===== config.mk =====
export PLATFORM = sky130hd
export DESIGN_NAME = fft_peak_detect
export DESIGN_NICKNAME = d
export VERILOG_FILES = /design/src/rtl/fft_peak_pkg.sv /design/src/rtl/fft_l1_mag.sv /design/src/rtl/fft_peak_detect.sv
export SDC_FILE = /design/constraint.sdc
export NUM_CORES = 1
export LEC_CHECK = 0
export ABC_CLOCK_PERIOD_IN_PS = 4550
export CAP_MARGIN = 5
export CORE_MARGIN = 5
export CORE_UTILIZATION = 30
export DETAILED_ROUTE_END_ITERATION = 12
export SLEW_MARGIN = 20
export SYNTH_ARGS = -nofsm -noshare
export SYNTH_HDL_FRONTEND = slang
export SYNTH_SLANG_ARGS = --single-unit

===== constraint.sdc =====
create_clock -name clk -period 4.55 [get_ports clk]
set_input_delay 0.6825 -clock clk [delete_from_list [all_inputs] [get_ports clk]]
set_output_delay 0.6825 -clock clk [all_outputs]
set_load 0.005 [all_outputs]

===== src/rtl/fft_peak_pkg.sv =====
// Shared types and helpers for the FFT peak detector: FSM state encoding and the
// L1 magnitude function used by the magnitude pipeline stage.
package fft_peak_pkg;

  typedef enum logic [1:0] {
    IDLE  = 2'd0,
    ACCUM = 2'd1,
    DONE  = 2'd2
  } state_t;

  localparam int BIN_W_DEFAULT = 18;
  localparam int LAST_BIN      = 2**BIN_W_DEFAULT - 1;

  // Operands are sign-extended to 32 bits by the caller; 33 result bits hold
  // |-2**31| + |-2**31| without overflow, so no saturation is ever needed.
  function automatic logic [32:0] l1_mag(input logic signed [31:0] re,
                                         input logic signed [31:0] im);
    logic signed [32:0] re_x;
    logic signed [32:0] im_x;
    logic        [32:0] abs_re;
    logic        [32:0] abs_im;
    re_x   = 33'(re);
    im_x   = 33'(im);
    abs_re = re_x[32] ? 33'(-re_x) : 33'(re_x);
    abs_im = im_x[32] ? 33'(-im_x) : 33'(im_x);
    return abs_re + abs_im;
  endfunction

endpackage


===== src/rtl/fft_l1_mag.sv =====
// Pipeline stage 1 of the peak detector: registered |re| + |im|, one cycle latency.
// Supports DATA_W up to 32.
module fft_l1_mag
  import fft_peak_pkg::*;
#(
  parameter int DATA_W = 16
) (
  input  logic                     clk,
  input  logic                     rst,
  input  logic signed [DATA_W-1:0] re,
  input  logic signed [DATA_W-1:0] im,
  output logic        [DATA_W:0]   mag
);

  logic [DATA_W:0] mag_d;
  logic [DATA_W:0] mag_q;

  always_comb begin
    mag_d = (DATA_W+1)'(l1_mag(32'(re), 32'(im)));
  end

  always_ff @(posedge clk or posedge rst) begin
    if (rst) mag_q <= '0;
    else     mag_q <= mag_d;
  end

  assign mag = mag_q;

endmodule


===== src/rtl/fft_peak_detect.sv =====
// Per-frame peak search over the FFT source stream with sop/eop framing checks.
// Optional macro FFT_PEAK_SKIP_DC_EN excludes bin 0 from the search (bin 1 seeds it).
module fft_peak_detect
  import fft_peak_pkg::*;
#(
  parameter int DATA_W = 16,
  parameter int BIN_W  = 18
) (
  input  logic                     clk,
  input  logic                     rst,
  input  logic                     source_valid,
  input  logic                     source_sop,
  input  logic                     source_eop,
  input  logic signed [DATA_W-1:0] source_real,
  input  logic signed [DATA_W-1:0] source_imag,
  output logic                     peak_valid,
  output logic        [BIN_W-1:0]  peak_bin,
  output logic        [DATA_W:0]   peak_mag,
  output logic                     frame_err
);

  localparam logic [BIN_W-1:0] LAST_IDX = {BIN_W{1'b1}};
`ifdef FFT_PEAK_SKIP_DC_EN
  localparam logic [BIN_W-1:0] FIRST_BIN = BIN_W'(1);
  localparam logic             SKIP_DC   = 1'b1;
`else
  localparam logic [BIN_W-1:0] FIRST_BIN = '0;
  localparam logic             SKIP_DC   = 1'b0;
`endif

  state_t             state_q, state_d;
  logic [BIN_W-1:0]   cnt_q, cnt_d;
  logic               frame_err_q, frame_err_d;

  logic               acc;
  logic [BIN_W-1:0]   acc_bin;
  logic               acc_last;

  logic               s1_valid_q, s1_valid_d;
  logic               s1_first_q, s1_first_d;
  logic               s1_last_q, s1_last_d;
  logic [BIN_W-1:0]   s1_bin_q, s1_bin_d;
  logic [DATA_W:0]    s1_mag;

  logic [DATA_W:0]    max_mag_q, max_mag_d;
  logic [BIN_W-1:0]   max_bin_q, max_bin_d;
  logic               s2_last_q, s2_last_d;

  logic               peak_valid_q, peak_valid_d;
  logic [BIN_W-1:0]   peak_bin_q, peak_bin_d;
  logic [DATA_W:0]    peak_mag_q, peak_mag_d;

  fft_l1_mag #(.DATA_W(DATA_W)) u_mag (
    .clk (clk),
    .rst (rst),
    .re  (source_real),
    .im  (source_imag),
    .mag (s1_mag)
  );

  // Framing FSM: decides which beats enter the pipeline and flags violations.
  always_comb begin
    state_d     = state_q;
    cnt_d       = cnt_q;
    frame_err_d = 1'b0;
    acc         = 1'b0;
    acc_bin     = cnt_q;
    acc_last    = 1'b0;
    case (state_q)
      IDLE, DONE: begin
        if (source_valid && source_sop) begin
          acc         = 1'b1;
          acc_bin     = '0;
          cnt_d       = BIN_W'(1);
          state_d     = ACCUM;
          frame_err_d = source_eop;
        end else if (state_q == DONE && s2_last_q) begin
          state_d = IDLE;
        end
      end
      ACCUM: begin
        if (source_valid) begin
          if (source_sop) begin
            frame_err_d = 1'b1;
            acc         = 1'b1;
            acc_bin     = '0;
            cnt_d       = BIN_W'(1);
          end else if (source_eop) begin
            cnt_d = '0;
            if (cnt_q == LAST_IDX) begin
              acc      = 1'b1;
              acc_last = 1'b1;
              state_d  = DONE;
            end else begin
              frame_err_d = 1'b1;
              state_d     = IDLE;
            end
          end else if (cnt_q == LAST_IDX) begin
            frame_err_d = 1'b1;
            cnt_d       = '0;
            state_d     = IDLE;
          end else begin
            acc   = 1'b1;
            cnt_d = cnt_q + BIN_W'(1);
          end
        end
      end
      default: begin
        state_d = IDLE;
        cnt_d   = '0;
      end
    endcase
  end

  // Tags travel beside the magnitude so stage 2 sees bin, seed and end-of-frame together.
  always_comb begin
    s1_valid_d = acc && !(SKIP_DC && acc_bin == '0);
    s1_first_d = acc && (acc_bin == FIRST_BIN);
    s1_last_d  = acc_last;
    s1_bin_d   = acc_bin;

    max_mag_d = max_mag_q;
    max_bin_d = max_bin_q;
    if (s1_valid_q && (s1_first_q || s1_mag > max_mag_q)) begin
      max_mag_d = s1_mag;
      max_bin_d = s1_bin_q;
    end
    s2_last_d = s1_last_q;

    peak_valid_d = s2_last_q;
    peak_bin_d   = peak_bin_q;
    peak_mag_d   = peak_mag_q;
    if (s2_last_q) begin
      peak_bin_d = max_bin_q;
      peak_mag_d = max_mag_q;
    end
  end

  always_ff @(posedge clk or posedge rst) begin
    if (rst) begin
      state_q      <= IDLE;
      cnt_q        <= '0;
      frame_err_q  <= 1'b0;
      s1_valid_q   <= 1'b0;
      s1_first_q   <= 1'b0;
      s1_last_q    <= 1'b0;
      s1_bin_q     <= '0;
      max_mag_q    <= '0;
      max_bin_q    <= '0;
      s2_last_q    <= 1'b0;
      peak_valid_q <= 1'b0;
      peak_bin_q   <= '0;
      peak_mag_q   <= '0;
    end else begin
      state_q      <= state_d;
      cnt_q        <= cnt_d;
      frame_err_q  <= frame_err_d;
      s1_valid_q   <= s1_valid_d;
      s1_first_q   <= s1_first_d;
      s1_last_q    <= s1_last_d;
      s1_bin_q     <= s1_bin_d;
      max_mag_q    <= max_mag_d;
      max_bin_q    <= max_bin_d;
      s2_last_q    <= s2_last_d;
      peak_valid_q <= peak_valid_d;
      peak_bin_q   <= peak_bin_d;
      peak_mag_q   <= peak_mag_d;
    end
  end

  assign peak_valid = peak_valid_q;
  assign peak_bin   = peak_bin_q;
  assign peak_mag   = peak_mag_q;
  assign frame_err  = frame_err_q;

endmodule


Word-level counts from Yosys, hierarchy flattened
Index checks and enable logic that the tools add are counted.
- register bits after elaboration: 131
- bits of input ports: 37
- mux-type cells: 36
- $add $sub $neg: 4
- $lt $le $gt $ge: 1
- eq/ne operators: 8
- reductions and logical operators: 10
- operators with widths (cell ; number):
    $mux W18 ; 8
    $pmux W18 S2 ; 2
    $mux W17 ; 2
    $neg A16 Y17 ; 2
    $add A18 B1 Y18 const B ; 1
    $eq A18 B18 Y1 const B ; 1
    $logic_not A18 Y1 ; 1
    $add A17 B17 Y17 ; 1
    $gt A17 B17 Y1 ; 1
    $mux W1 ; 14
    $mux W2 ; 7
    $ne A2 B2 Y1 const B ; 3
    $ne A3 B3 Y1 const B ; 2
    $logic_and A1 B1 Y1 ; 4
    $pmux W1 S2 ; 2
    $pmux W2 S2 ; 1
    $reduce_and A4 Y1 ; 1
    $eq A2 B1 Y1 const B ; 1
    $eq A2 B2 Y1 const B ; 1
    $logic_not A2 Y1 ; 1
    $reduce_and A2 Y1 ; 1
    $reduce_or A2 Y1 ; 1
    $logic_or A1 B1 Y1 ; 1

Depth between registers and ports, before layout
- depth in word-level cells: 7
- gate-level depth with buffers: 12
- depth with buffers taken out: 12

Hierarchy
Synthesis repeated with hierarchy kept, for this count alone.
- cells, all modules: 657
- area total of the unflattened synthesis: 7066.8 um^2
- modules (own cells, without submodules) (module ; cells each ; area an instance (um^2) ; instances):
    fft_peak_detect ; 414 ; 5058.6 ; 1
    fft_l1_mag ; 243 ; 2008.2 ; 1

Worst setup path before layout
OpenSTA, ideal clock, no wires.
- path type: input to register
- start point: in source_real[4]
- end point: reg u_mag.mag_q[16] (netlist: u_mag.mag[16])
- stages on the path: 12
- setup time: 0.131 ns
- slack: 1.311 ns
- arrival time: 3.108 ns
- buffers on the path: 1
- cell sequence: or4_1 -> nor4_1 -> inv_1 -> o21ai_0 -> xnor2_1 -> ha_1 -> clkbuf_1 -> a21oi_1 -> o21ai_0 -> a31o_2 -> a21oi_1 -> o21ai_0
- longest elaborated chain between the ends: 3
- ends and longest elaborated chain (what ; RTL line ; source):
    start, declared ; fft_peak_detect.sv:14 ; input logic signed [DATA_W-1:0] source_real,
    $neg A16 Y17 ; fft_peak_pkg.sv:24 ; abs_re = re_x[32] ? 33'(-re_x) : 33'(re_x);
    $mux W17 (*) ; fft_peak_pkg.sv:24 ;
    $add A17 B17 Y17 (*) ; fft_peak_pkg.sv:26 ; return abs_re + abs_im;
    net u_mag.mag_d[16] ; fft_l1_mag.sv:15 ; logic [DATA_W:0] mag_d;
    end signal, assigned ; fft_l1_mag.sv:24 ; else mag_q <= mag_d;
    end, declared ; fft_l1_mag.sv:16 ; logic [DATA_W:0] mag_q;
Mark *: on every way through the listed nets, which the timed path passes. The rest lies on a longest branch.
A chain may end at the register's enable or synchronous reset.

Worst setup path in the final report
Same ends and word-level chain as after synthesis.

==> out/metrics.cfg <==
[status]
status = completed

[clock_tree]
clk_pin_slew_worst_paths_ns = 0.06
ctsResizeCount = 0
clock_latency_ns = 0.41
postCtsHoldBufs = 0
htreeDepth = 4
ctsRootBufferMaster = clkbuf_16
cts.sink_count = 131
clockBufferDepth = 2
cts_tree = built
post-cts-setup-buffers = 0
cts_buffers = 17

[grt]
antenna_found_initial = 0
globalRouteMet1Util_pct = 16.1
grtUsageTotal_pct = 11.5
grt_util_met3_pct = 2.28
grt_pass1_wl_mm = 24.7
grt_pass1_vias = 4983
gr-max-usage-layer = met2
met2_usage_pct = 17.0
gr-total-overflow = 0
grt_max_degree = 72

[flow_run]
maxCapViolCount = 0

[sta]
hold_viol = 0
worst_slew_pin_slew_ns = 0.912
setup_viol = 0
timing.final.max_slew_violations = 0
fin_skew_ns = 0.0160
whs_ns = 0.346
rsz0062_at_grt = false
relSlewSlack_pct = 39.2
final.setup.worst_slack_ns = 1.02
finalSetupTns_ns = 0
fmax_mhz = 283
post-route-period-util_pct = 77.6
fin_crit_ns = 3.53

[yosys]
synth_edf_count = 0
synth-main-ff-cell = dfrtp_1
synth-async-reset-ratio_pct = 100
synth_top_area_cell = dfrtp_1
synth_area_leaders = dfrtp_1, ha_1, mux2_2
synth_fp_nets = 695
postSynthAreaPerCell_um2 = 11.2
syn_area_mm2 = 0.00692
yosys_warnings = 0
ys_seq_area_share_pct = 47.4
yosysTopAreaCellShare_pct = 47.4
synthDistinctLibCells = 57
ys_seq_elements = 131
synthCells = 619

[setup_path]
cp_top_family = compound AO/OA/AOI/OAI gates
crit_fanout = 10
reg2reg_from = u_mag.mag[15]
critPathKind = in -> reg
worst_path_most_repeated_cell = o21ai_0
cp.arrival_ns = 3.81
worstPathCellList = clkdlybuf4s50_1 -> or4_1 -> nor4_1 -> inv_1 -> o21ai_0 -> xnor2_1 -> ha_1 -> a21oi_1 -> o21ai_0 -> a31o_2 -> a21oi_1 -> o21ai_0
critPathMaxStageDelay_ns = 0.59
crit_start = source_real[4]
slowest_stage = or4_1
crit_required_ns = 4.83
cp_num_buf_inv = 2
cp-start-kind = input port
end_kind = flip-flop
worst-path-stages = 12
r2r_cells = 7

[detailed_routing]
drc = 0
drt-total-wl_mm = 14.4
num_vias = 4830
vias_per_cell = 4.84
dr.pass1.iters = 4
ant_nets = 0
wire_per_inst_um = 14.4
dr.first_iter.drc_count = 259

[place]
place_area_mm2 = 0.00798
port_buffers = 73
gp_congestion = 0.869
place_ws_ns = 0.603
dp_hpwl_mm = 10.6

[power]
p_per_area_mw_per_mm2 = 449
peakVddDrop_mv = 0.212
power.leakage_nw = 3.88

[final_layout]
diodes = 0
final_cell_mix = dfrtp_1, clkdlybuf4s50_1, inv_1, mux2_2, ha_1
syn_to_final_growth_pct = 23.8
design_area_mm2 = 0.00857
final_layout_size_suffix_gt1_share_pct = 16.0
final_util_pct = 37.7
nets = 776
final_common_cell = dfrtp_1

[hold_path]
hold_path.startpoint = s1_last_q
min_path_type = reg -> reg
hold_depth = 0

[die]
io_pins = 74
die_h_um = 162
initial_core_util_pct = 30.5
die_w_um = 162
dieArea_mm2 = 0.0262
coreArea_mm2 = 0.0227
rows = 55

-- cell usage after synthesis (3+ instances only) --
| cell | number |
|---|---|
| nor4_1 | 8 |
| o21a_1 | 5 |
| o41ai_1 | 4 |
| a211oi_1 | 6 |
| o21ai_0 | 31 |
| nor3_1 | 10 |
| or4_1 | 5 |
| buf_6 | 3 |
| mux2_2 | 40 |
| nand2_1 | 36 |
| xor2_1 | 10 |
| mux2_4 | 30 |
| nor2_1 | 36 |
| o31ai_1 | 11 |
| and3_1 | 6 |
| nor2b_1 | 23 |
| inv_1 | 42 |
| xnor2_1 | 33 |
| ha_1 | 38 |
| a21o_1 | 4 |
| clkbuf_1 | 11 |
| nand2b_1 | 3 |
| o21bai_1 | 3 |
| buf_1 | 3 |
| dfrtp_1 | 131 |
| nand4_1 | 12 |
| a21oi_1 | 22 |
| a31oi_1 | 3 |
| nand3_1 | 11 |
-- logic make-up after synthesis --
logic type | Yosys count | share of synthesized area [%]
buf+inv | 59 | 3.52
compound gates | 110 | 10.8
fa+ha+maj | 39 | 7.16
mux | 72 | 13.3
xor+xnor | 43 | 5.44
simple gates | 165 | 12.4
flops | 131 | 47.4
-- layout make-up --
cell class	instances	area, µm²
sequential	131	3280
clock inverter	9	104
fill	2207	14100
inverter	42	160
clock buffer	23	478
timing repair buffer	79	788
multi-input combinational	429	3410
tap	285	357
-- worst paths after layout --
path / end / slack [ns]
worst max-delay path: u_mag.mag[16] / 1.02
worst min-delay path: peak_valid_d / 0.35
worst max register to register: max_bin_q[17] / 1.69
worst min register to register: peak_valid_d / 0.35
max in group asynchronous: cnt_q[6] / 2.90
min in group asynchronous: peak_bin[13] / 0.83
-- where the power goes --
part	leakage, nW	internal [mW]	switching (mW)	total (mW)
clock network	0.283	0.846	0.476	1.32
logic	1.85	0.510	0.536	1.05
registers	1.74	1.33	0.152	1.48
-- per-stage QoR --
| stage | total power [mW] | instances |
|---|---|---|
| after CTS | 3.90 | 998 |
| final | 3.85 | 998 |
| after global routing | 4.12 | 998 |
| after global placement | 2.53 | 966 |
| after detailed placement | 2.55 | 966 |
| after floorplan | 2.27 | 619 |
-- sequential cells by signal, indices dropped and copies added (netlist names) --
name,flops
cnt_q,18
max_bin_q,18
peak_bin,18
s1_bin_q,18
max_mag_q,17
peak_mag,17
u_mag.mag,17
state_q,2
frame_err,1
peak_valid,1
peak_valid_d,1
s1_first_q,1
s1_last_q,1
s1_valid_q,1
-- metal layers --
metal  wire [µm]  vias up
li1            -     2384
met1        7130     2331
met2        6430       92
met3         416       23
met4         378        0
met5           0        -
Note: power is estimated with default switching activity, not from simulation.
==> variant 1: new RTL, config.mk and constraints unchanged <==
`DATA_W` is set to 16 in 2 places; all go to 32.
--- a/src/rtl/fft_l1_mag.sv
+++ b/src/rtl/fft_l1_mag.sv
@@ -3,7 +3,7 @@
 module fft_l1_mag
   import fft_peak_pkg::*;
 #(
-  parameter int DATA_W = 16
+  parameter int DATA_W = 32
 ) (
   input  logic                     clk,
   input  logic                     rst,
--- a/src/rtl/fft_peak_detect.sv
+++ b/src/rtl/fft_peak_detect.sv
@@ -3,7 +3,7 @@
 module fft_peak_detect
   import fft_peak_pkg::*;
 #(
-  parameter int DATA_W = 16,
+  parameter int DATA_W = 32,
   parameter int BIN_W  = 18
 ) (
   input  logic                     clk,
Ports: changed (resized peak_mag, source_imag and source_real); port bits go from 74 to 122. The function was not compared with the original's and may differ.
==> variant 1 against the unedited design <==
- non-clock buffer count up 77
- register-to-register slack worse by 0.36 ns
- critical path type unchanged
- highest routed layer unchanged
- via count is 110% higher
- sequential cell count is 48 higher
- wire length is 110% higher
- setup slack worse by 0.57 ns
- count of clock-buffer cells in the layout decreased by 6
- first-iteration DRC count rose to 2.9 times the old value
- final area is 71% higher
- synthesized area grew 77%
- power is 22% higher
- utilization shrank 1.6 points
==> variant 1: results (changes against the unedited design) <==
Detailed-route via count -> 10337 (+110%)
Net count, final -> 1579 (+100%)
1st-pass router iterations -> 7 (+3)
R2r setup slk -> 1.33 ns (-0.36 ns)
I/O Buffers -> 121 (+66%)
Synth Area per Inst -> 9.02 um2 (-19%)
Xor/xnor share of the synthesized area -> 0.0659 (+0.0115)
Hold Path Origin -> s1_last_q
Hpwl dp -> 21700 um (+100%)
RR Startpoint -> max_mag_q[6]
Reg2reg end -> max_bin_q[1]
R2R depth -> 9 (+2)
First-pass GRT wire length -> 50900 um (+110%)
Area contributors post-synth -> dfrtp_1 (37%), ha_1 (7.2%), xnor2_1 (5.4%)
Status -> completed
Synth Area in Adders -> 0.0733 (+0.00169)
Final period util -> 0.902 (+0.126)
Cell area after placement -> 14000 um2 (+76%)
Post-synthesis mux area share -> 0.0494 (-0.0836)
Lkg Pwr -> 6.30 nW (+62%)
Compound-gate portion of the synthesized area -> 0.188 (+0.0791)
Syn Nets -> 1495 (+120%)
Worst Path Max Fanout -> 6 (-4)
Post-synth top cells -> dfrtp_1 (179), nand2_1 (99), nor2_1 (95)
WL per Instance -> 15.3 um (+6.5%)
Sw frac -> 0.354 (+0.0517)
WP data arrival -> 4.42 ns (+0.61 ns)
Netlist cell types -> 68 (+19%)
Worst-Margin Slew -> 1.11 ns (+0.201 ns)
Seq/Total Area, Yosys -> 0.366 (-0.107)
Skew final -> 0.0131 ns (-0.00291 ns)
Largest net degree at the start of global routing -> 103 (+43%)
Worst setup path end -> u_mag.mag[30]
GP Congestion -> 0.824 (-5.2%)
DR iter-0 viols -> 745 (+190%)
Layout cells sized above 1 -> 0.112 (-0.0476)
GRT Total Usage -> 0.135 (+0.0200)
Clock transition at the registers of the reported paths -> 0.08 ns (+0.02 ns)
Non-filler cells, final -> 1984 (+99%)
Clock Latency Late Sink -> 0.43 ns (+0.02 ns)
Place WS -> -0.0125 ns (-0.615 ns)
-- variant 1: cell types whose count changed after synthesis, sizes merged, moves of 48 or more --
cell,before,now
o211ai,2,59
a311oi,0,53
nor3,10,65
nand3,11,74
clkbuf,11,66
nor2,36,95
dfrtp,131,179
nor4,8,58
nand2,36,99
-- variant 1: power groups by stage --
stage          logic [mW]  registers [mW]  clock network, mW
2_1_floorplan       0.980            1.87                  0
5_1_grt              1.51            1.92               1.58
3_3_place_gp         1.31            1.93                  0
4_1_cts              1.34            1.90               1.51
6_report             1.34            1.90               1.45
3_5_place_dp         1.33            1.93                  0
-- variant 1: metrics by stage --
| stage | hold slack (ns) | setup TNS, ns |
|---|---|---|
| 6_report | 0.359 | 0 |
| 2_1_floorplan | 0.331 | 0 |
| 4_1_cts | 0.362 | 0 |
| 3_3_place_gp | 0.333 | 0 |
| 3_5_place_dp | 0.336 | -0.0125 |
| 5_1_grt | 0.377 | 0 |
-- variant 1: worst max-delay path: stages --
cell and delay, ns:
clkdlybuf4s50_1 0.42, or4_4 0.56, nor3_2 0.25, nand3_1 0.18, o31ai_1 0.32, xnor2_1 0.11
ha_1 0.40, nand4_1 0.16, o31a_1 0.32, o211ai_1 0.08, o21ai_1 0.14, buf_4 0.16
a211oi_1 0.40, nor3_1 0.09, nand3b_1 0.16
-- variant 1: metal layers --
| metal | global-route usage | routed length [um] |
|---|---|---|
| met3 | 0.0219 | 1130 |
| met4 | 0.0304 | 305 |
| met1 | 0.191 | 14900 |
| met2 | 0.218 | 14000 |
| met5 | 0 | 0 |
-- variant 1: final cells by class --
class / instances / area [um2]
clock inverter: 15 / 159
timing repair buffer: 156 / 1530
sequential: 179 / 4480
fill: 4087 / 25900
inverter: 76 / 289
clock buffer: 17 / 425
tap: 532 / 666
multi-input combinational: 1009 / 7120
==> variant 2: new RTL, same flow settings <==
Without the edit above. Put one more register stage on the output `frame_err`. The value now appears one clock later. The other outputs are not delayed to match.
--- a/src/rtl/fft_peak_detect.sv
+++ b/src/rtl/fft_peak_detect.sv
@@ -171,7 +171,9 @@
   assign peak_valid = peak_valid_q;
   assign peak_bin   = peak_bin_q;
   assign peak_mag   = peak_mag_q;
-  assign frame_err  = frame_err_q;
+  always_ff @(posedge clk) begin
+    frame_err <= frame_err_q;
+  end
 
 endmodule
 
Behaviour: not the same (Yosys sat finds a counterexample within 4 cycles, from zero or initial values and one cycle with rst high).
==> variant 2 against the unedited design <==
- global-route usage decreased by 0.23 points
- non-clock buffer count grew 1
- power decreased by 0.33%
- sequential cell count grew 1
- synthesized area up 0.29%
- fmax fell by 0.75%
- wire length is 1.6% lower
- final area barely moved
- setup slack got worse by 0.027 ns
- critical path type unchanged
- critical endpoint is now u_mag.mag[13]
- largest cell class unchanged
- largest power group unchanged
==> variant 2: results (changes against the unedited design) <==
Placed insts -> 968 (+0.21%)
Skew final -> 0.00915 ns (-0.00681 ns)
Final instance area -> 8570 um2 (about the same)
Xor/xnor share of the synthesized area -> 0.0543 (-0.000157)
First-pass GRT wire length -> 24500 um (-0.95%)
Status -> completed
Synth Area per Inst -> 11.2 um2 (+0.13%)
Met1 usage -> 0.158 (-0.00306)
Final wirelength -> 14100 um (-1.6%)
Ys async rst share -> 0.992 (-0.00758)
GP Congestion -> 0.843 (-3.0%)
Layout cells sized above 1 -> 0.158 (-0.00185)
Seq/Total Area, Yosys -> 0.475 (+0.00152)
Synth Area in Adders -> 0.0714 (-0.000206)
Vias in the first global route -> 4960 (-0.46%)
Cell area after placement -> 8000 um2 (+0.19%)
Largest net degree at the start of global routing -> 52 (-28%)
Crit path from -> source_real[2]
DR iter-0 viols -> 261 (+0.77%)
Area contributors post-synth -> dfrtp_1 (47%), ha_1 (6.8%), mux2_2 (6.5%)
Vias per inst -> 4.81 (-0.61%)
Net count, final -> 778 (+0.26%)
Max-slew headroom -> 0.322 (-0.0696)
Cell family with most CP delay -> simple AND/OR/NAND/NOR gates
Post-synthesis mux area share -> 0.133 (-0.000384)
Met3 WL -> 498 um (+20%)
GRT Total Usage -> 0.113 (-0.00231)
Lkg Pwr -> 3.88 nW (about the same)
Met3 usage -> 0.0299 (+0.00710)
Hpwl dp -> 10400 um (-1.5%)
[variant 2: cell types whose count changed in the layout (fill, tap and decap cells not counted), sizes merged]
cell,unedited run,this run
buf,6,7
dfxtp,0,1
[variant 2: report_power, final]
part	switching, mW	internal (mW)	total [mW]
registers	0.150	1.34	1.49
logic	0.531	0.508	1.04
clock network	0.475	0.832	1.31
[variant 2: final timing paths]
path / end / slack (ns) / cells past startpoint
max reg2reg: max_mag_q[16] / 1.39 / 7
max in group asynchronous: s1_bin_q[4] / 2.99 / 3
max: u_mag.mag[13] / 0.99 / 11
min in group asynchronous: peak_bin[0] / 0.72 / 2
min reg2reg: peak_valid_d / 0.35 / 0
min: peak_valid_d / 0.35 / 0
[variant 2: area by class of cell]
cell class,count,share of cell area
inverters,42,0.0187
multi-input cells,429,0.397
clock buffers,23,0.0546
repair buffers,80,0.0914
flip-flops and latches,132,0.385
clock inverters,9,0.0121
well taps,285,0.0416
